===== src/rtl/cpu_step_controller.sv =====
// Clock-enable sequencer for the single-cycle core: halt, debounced single-step,
// divided free-run and a PC breakpoint, all expressed as one-cycle cpu_en pulses.
module cpu_step_controller #(
    parameter int DEBOUNCE_CYCLES = 1_000_000,
    parameter int RUN_DIV         = 100_000_000
) (
    input  logic        i_clk,
    input  logic        i_reset,
    input  logic        i_step_btn,
    input  logic        i_run_sw,
    input  logic        i_bp_enable,
    input  logic [31:0] i_bp_addr,
    input  logic [31:0] i_pc,
    output logic        o_cpu_en,
    output logic        o_halted,
    output logic        o_bp_hit,
    output logic [1:0]  o_state,
    output logic [31:0] o_instr_count
);
    localparam int DB_W  = (DEBOUNCE_CYCLES > 1) ? $clog2(DEBOUNCE_CYCLES) : 1;
    localparam int DIV_W = 27;
    localparam logic [DB_W-1:0]  DB_LAST  = DB_W'(DEBOUNCE_CYCLES - 1);
    localparam logic [DIV_W-1:0] DIV_LAST = DIV_W'(RUN_DIV - 1);

    typedef enum logic [1:0] {
        S_HALT  = 2'b00,
        S_STEP  = 2'b01,
        S_RUN   = 2'b10,
        S_BREAK = 2'b11
    } state_t;

    logic             r_step_s1, r_step_s2;
    logic             r_run_s1, r_run_s2;
    logic [DB_W-1:0]  r_db_cnt;
    logic             r_step_stable, r_step_stable_d;
    logic             r_step_req;
    logic [DIV_W-1:0] r_div;
    logic             r_cpu_en, r_halted, r_bp_hit;
    logic [31:0]      r_instr_count;
    state_t           r_state, w_next_state;
    logic             w_pulse_due, w_bp_match, w_run_pulse;
    logic             w_cpu_en_d, w_halted_d, w_bp_hit_d;

    always_ff @(posedge i_clk) begin
        if (i_reset) begin
            r_step_s1 <= 1'b0;
            r_step_s2 <= 1'b0;
            r_run_s1  <= 1'b0;
            r_run_s2  <= 1'b0;
        end else begin
            r_step_s1 <= i_step_btn;
            r_step_s2 <= r_step_s1;
            r_run_s1  <= i_run_sw;
            r_run_s2  <= r_run_s1;
        end
    end

    // Stable level only moves after DEBOUNCE_CYCLES consecutive disagreeing samples.
    always_ff @(posedge i_clk) begin
        if (i_reset) begin
            r_db_cnt        <= '0;
            r_step_stable   <= 1'b0;
            r_step_stable_d <= 1'b0;
            r_step_req      <= 1'b0;
        end else begin
            r_step_stable_d <= r_step_stable;
            r_step_req      <= r_step_stable & ~r_step_stable_d;
            if (r_step_s2 == r_step_stable) begin
                r_db_cnt <= '0;
            end else if (r_db_cnt == DB_LAST) begin
                r_step_stable <= r_step_s2;
                r_db_cnt      <= '0;
            end else begin
                r_db_cnt <= r_db_cnt + DB_W'(1);
            end
        end
    end

    always_ff @(posedge i_clk) begin
        if (i_reset) r_state <= S_HALT;
        else         r_state <= w_next_state;
    end

    assign w_pulse_due = (r_div == DIV_LAST);
    assign w_bp_match  = i_bp_enable && (i_pc == i_bp_addr);

    // Dropping run_sw outranks a due pulse; in BREAK a step request outranks it.
    always_comb begin
        w_next_state = r_state;
        w_run_pulse  = 1'b0;
        case (r_state)
            S_HALT: begin
                if (r_run_s2)        w_next_state = S_RUN;
                else if (r_step_req) w_next_state = S_STEP;
            end
            S_STEP: w_next_state = S_HALT;
            S_RUN: begin
                if (!r_run_s2) begin
                    w_next_state = S_HALT;
                end else if (w_pulse_due) begin
                    if (w_bp_match) w_next_state = S_BREAK;
                    else            w_run_pulse  = 1'b1;
                end
            end
            S_BREAK: begin
                if (r_step_req)     w_next_state = S_STEP;
                else if (!r_run_s2) w_next_state = S_HALT;
            end
            default: w_next_state = S_HALT;
        endcase
    end

    always_comb begin
        w_cpu_en_d = (w_next_state == S_STEP) || w_run_pulse;
        w_halted_d = (w_next_state == S_HALT) || (w_next_state == S_BREAK);
        w_bp_hit_d = (w_next_state == S_BREAK);
    end

    // Divider only advances while staying in RUN; any exit restarts the period.
    always_ff @(posedge i_clk) begin
        if (i_reset) begin
            r_cpu_en      <= 1'b0;
            r_halted      <= 1'b1;
            r_bp_hit      <= 1'b0;
            r_div         <= '0;
            r_instr_count <= '0;
        end else begin
            r_cpu_en      <= w_cpu_en_d;
            r_halted      <= w_halted_d;
            r_bp_hit      <= w_bp_hit_d;
            r_instr_count <= r_instr_count + {31'b0, r_cpu_en};
            if ((r_state == S_RUN) && (w_next_state == S_RUN) && !w_pulse_due)
                r_div <= r_div + DIV_W'(1);
            else
                r_div <= '0;
        end
    end

    assign o_cpu_en      = r_cpu_en;
    assign o_halted      = r_halted;
    assign o_bp_hit      = r_bp_hit;
    assign o_state       = r_state;
    assign o_instr_count = r_instr_count;

endmodule


===== config.mk =====
export PLATFORM = sky130hd
export DESIGN_NAME = cpu_step_controller
export DESIGN_NICKNAME = d
export VERILOG_FILES = /design/src/rtl/cpu_step_controller.sv
export SDC_FILE = /design/constraint.sdc
export NUM_CORES = 1
export LEC_CHECK = 0
export ABC_AREA = 1
export CORE_ASPECT_RATIO = 0.9
export CORE_MARGIN = 2
export CORE_UTILIZATION = 54
export CTS_BUF_LIST = sky130_fd_sc_hd__clkbuf_2 sky130_fd_sc_hd__clkbuf_4 sky130_fd_sc_hd__clkbuf_8
export CTS_CLUSTER_DIAMETER = 40
export DETAILED_ROUTE_END_ITERATION = 8
export PLACE_DENSITY = 0.8
export SYNTH_ARGS = -nofsm -noshare
export SYNTH_HDL_FRONTEND = slang
export SYNTH_SLANG_ARGS = --single-unit

===== constraint.sdc =====
create_clock -name i_clk -period 2.3 [get_ports i_clk]
set_input_delay 0.69 -clock i_clk [delete_from_list [all_inputs] [get_ports i_clk]]
set_output_delay 0.69 -clock i_clk [all_outputs]
set_load 0.01 [all_outputs]

==> reports/results.txt <==
Root Driver = clkbuf_8
Period utilisation layout = 97.40%
Pre-CTS setup slack = -430.3 ps
# DRC = 0
VDD IR max = 0.4457 mV
Core Util, Final = 75.92%
Final hold vios = 0
Max stage delay on crit path = 410 ps
Final WS setup = 59.88 ps
Final setup viols = 0
Fin nets = 1096
Required time worst endpoint = 2560 ps
Vias = 5682
Filler instances = 794
Initial Utilization = 55.90%
Initial antenna violation count = 0
Number of synthesized flops with an enable pin = 0
FP Rows = 34
Hpwl dp = 10800 um
Slew @ Worst Pin = 358.8 ps
Chip width = 109.9 um
Port buffer count = 105
Final Power = 3.071 mW
Worst-path cell chain = clkdlybuf4s50_1, xnor2_1, nand2_1, nor2_1, nand2_1, nor2_1, nand3_1, nand2_1, inv_1, ha_2, nand4_4, clkbuf_16, nor2_1
Total gr overflow = 0
DRT Wirelength = 14160 um
Setup CP Type = input port to flop
Crit-path max FO = 6
Clock sinks = 91
Most frequent cell after synthesis = nand2_1
Hold_buf cts = 0
DR pass1 iterations = 5
R2R setup slack = 150 ps
Post-layout minimum cycle time = 2240 ps
CP max stage cell = clkdlybuf4s50_1
Bufs and invs on worst path = 3
Yosys reg bits = 91
Post-synthesis cell count = 864
Placed insts = 1130
Design area = 7396 um2
Num CTS Buffers = 9
Seq/Total Area, Yosys = 33.46%
Highest clock rate = 0.4464 GHz
All-Layer GR Usage = 25.98%
Status = finished, final reports clean
Prevailing post-synth register cell = dfxtp_1
Leak = 3.341 nW
Clock buffer depth = 2
Pwr/cell area = 415.3 nW/um2
Iter 0 DRT Violations = 332
CTS tree = built
Mean routed wirelength per cell = 12.31 um
Area leader, netlist = dfxtp_1
Htree depth = 3
Data arrival, critical path = 2500 ps
Clk_lat worst skew = 370 ps
Placed cell areas = 6960 um2
Ant. Diodes = 0
Worst setup SP type = input port
Area Overhead vs Synth = 35.82%
Commonest cells in the netlist = nand2_1 (228), nor2_1 (145), inv_1 (140)
Mapped Area = 5445 um2
Hold Path Class = flop to flop
Layout cells sized above 1 = 12.98%
Non-filler cells, final = 1151
DIE AREA = 10900 um2
Core outline area = 9742 um2
Post-route clock skew = 11.62 ps
Max-cap violation count = 0
Slew headroom = 75.99%
Global-route wire length before repair = 22750 um
IO Pins = 106
Async SR Flop Fraction = 0%
Max Slew Vio Count = 0
Final ANT Viol Nets = 0
Vias/cell = 4.937
Yosys warning count = 0
CP delay by family, top = simple AND/OR/NAND/NOR gates
Largest net degree at the start of global routing = 24
Vias in the first global route = 5125
GP Congestion = 0.8961
Post-Syn Area per Cell = 6.302 um2
Crit end category = flop
Die Span Y = 99.27 um
CTS clock-pin slew for the worst setup and hold paths = 80 ps
Post-synth top area share = 33.46%
Area contributors post-synth = dfxtp_1 (33%), nand2_1 (16%), nor2_1 (10%)
Netlist cell types = 38
Post-synthesis net count = 940
through the flow:
step	setup TNS, ps	hold WS [ps]
after floorplan	0	376.0
after global placement	-11690	378.7
after detailed placement	-12190	384.3
after CTS	0	398.3
after global routing	-297.1	421.6
final	0	393.4
metal layers:
metal	global-route usage (%)	wire length, um	vias to the layer above	share of wire (%)
met1	37.05	6808	2494	48
met3	5.505	895	25	6.3
met4	6.913	289	0	2.0
met2	39.78	6171	162	44
li1	-	-	3001	-
met5	0	0	-	0
final timing paths:
check / startpoint / endpoint / cells past startpoint
worst max-delay path: i_bp_addr[30] / r_div[11] / 13
worst min-delay path: r_step_stable_d / r_step_req / 1
worst max register to register: r_div[0] / r_div[11] / 14
worst min register to register: r_step_stable_d / r_step_req / 1
flip-flops by register name (all words and copies together) (netlist names):
register,cells
o_bp_hit,1
o_cpu_en,1
o_halted,1
o_instr_count,32
o_state,2
r_db_cnt,20
r_div,27
r_run_s1,1
r_run_s2,1
r_step_req,1
r_step_s1,1
r_step_s2,1
r_step_stable,1
r_step_stable_d,1
layout make-up:
cell class,instances,area [um2],share of cell area [%]
Timing Repair Buffer,155,1548,20.93
Sequential cell,91,1823,24.65
Tap cell,126,157.7,2.132
Inverter,140,525.5,7.105
Multi-Input combinational cell,623,3136,42.40
Clock inverter,5,61.31,0.8290
Clock buffer,11,145.1,1.962
cell families (layout without fill, tap and decap cells):
| group | count (synthesis) | count (layout) | synth area share (%) |
|---|---|---|---|
| buffers and inverters | 150 | 311 | 10.68 |
| adders and majority gates | 7 | 7 | 1.608 |
| and+or+nand+nor | 525 | 525 | 43.66 |
| DFF | 91 | 91 | 33.46 |
| xor gates and xnor gates | 28 | 28 | 4.504 |
| AOI/OAI and AO/OA | 63 | 63 | 6.089 |
timing repair:
action | CTS | global route
pin swaps | 10 | 21
endpoints found under the setup margin | 28 | 29
buffers inserted | 0 | 3
hold endpoints to repair | 0 | 0
gates resized for setup | 18 | 55
gates cloned | 0 | 2
layout by cell type, fill, tap and decap left out, types with 5 or more instances in the layout:
master           instances
a21oi_1                 40
and3_1                   6
buf_4                   46
clkbuf_8                10
clkdlybuf4s50_1         61
dfxtp_1                 90
dlygate4sd2_1           13
dlymetal6s2s_1          31
ha_1                     5
inv_1                  139
nand2_1                215
nand2_2                 19
nand3_1                 35
nand4_1                 24
nor2_1                 143
nor2_2                  11
nor3_1                  28
nor3b_2                  6
o21ai_0                 15
or2_0                    8
or2_2                    8
xnor2_1                  9
xor2_1                  16
power breakdown:
group | switching (mW) | internal [mW] | total (mW)
clock | 0.578 | 0.548 | 1.13
combinational | 0.159 | 0.201 | 0.360
sequential | 0.00461 | 1.58 | 1.59
total | 0.742 | 2.33 | 3.07
Note: power is estimated with default switching activity, not from simulation.
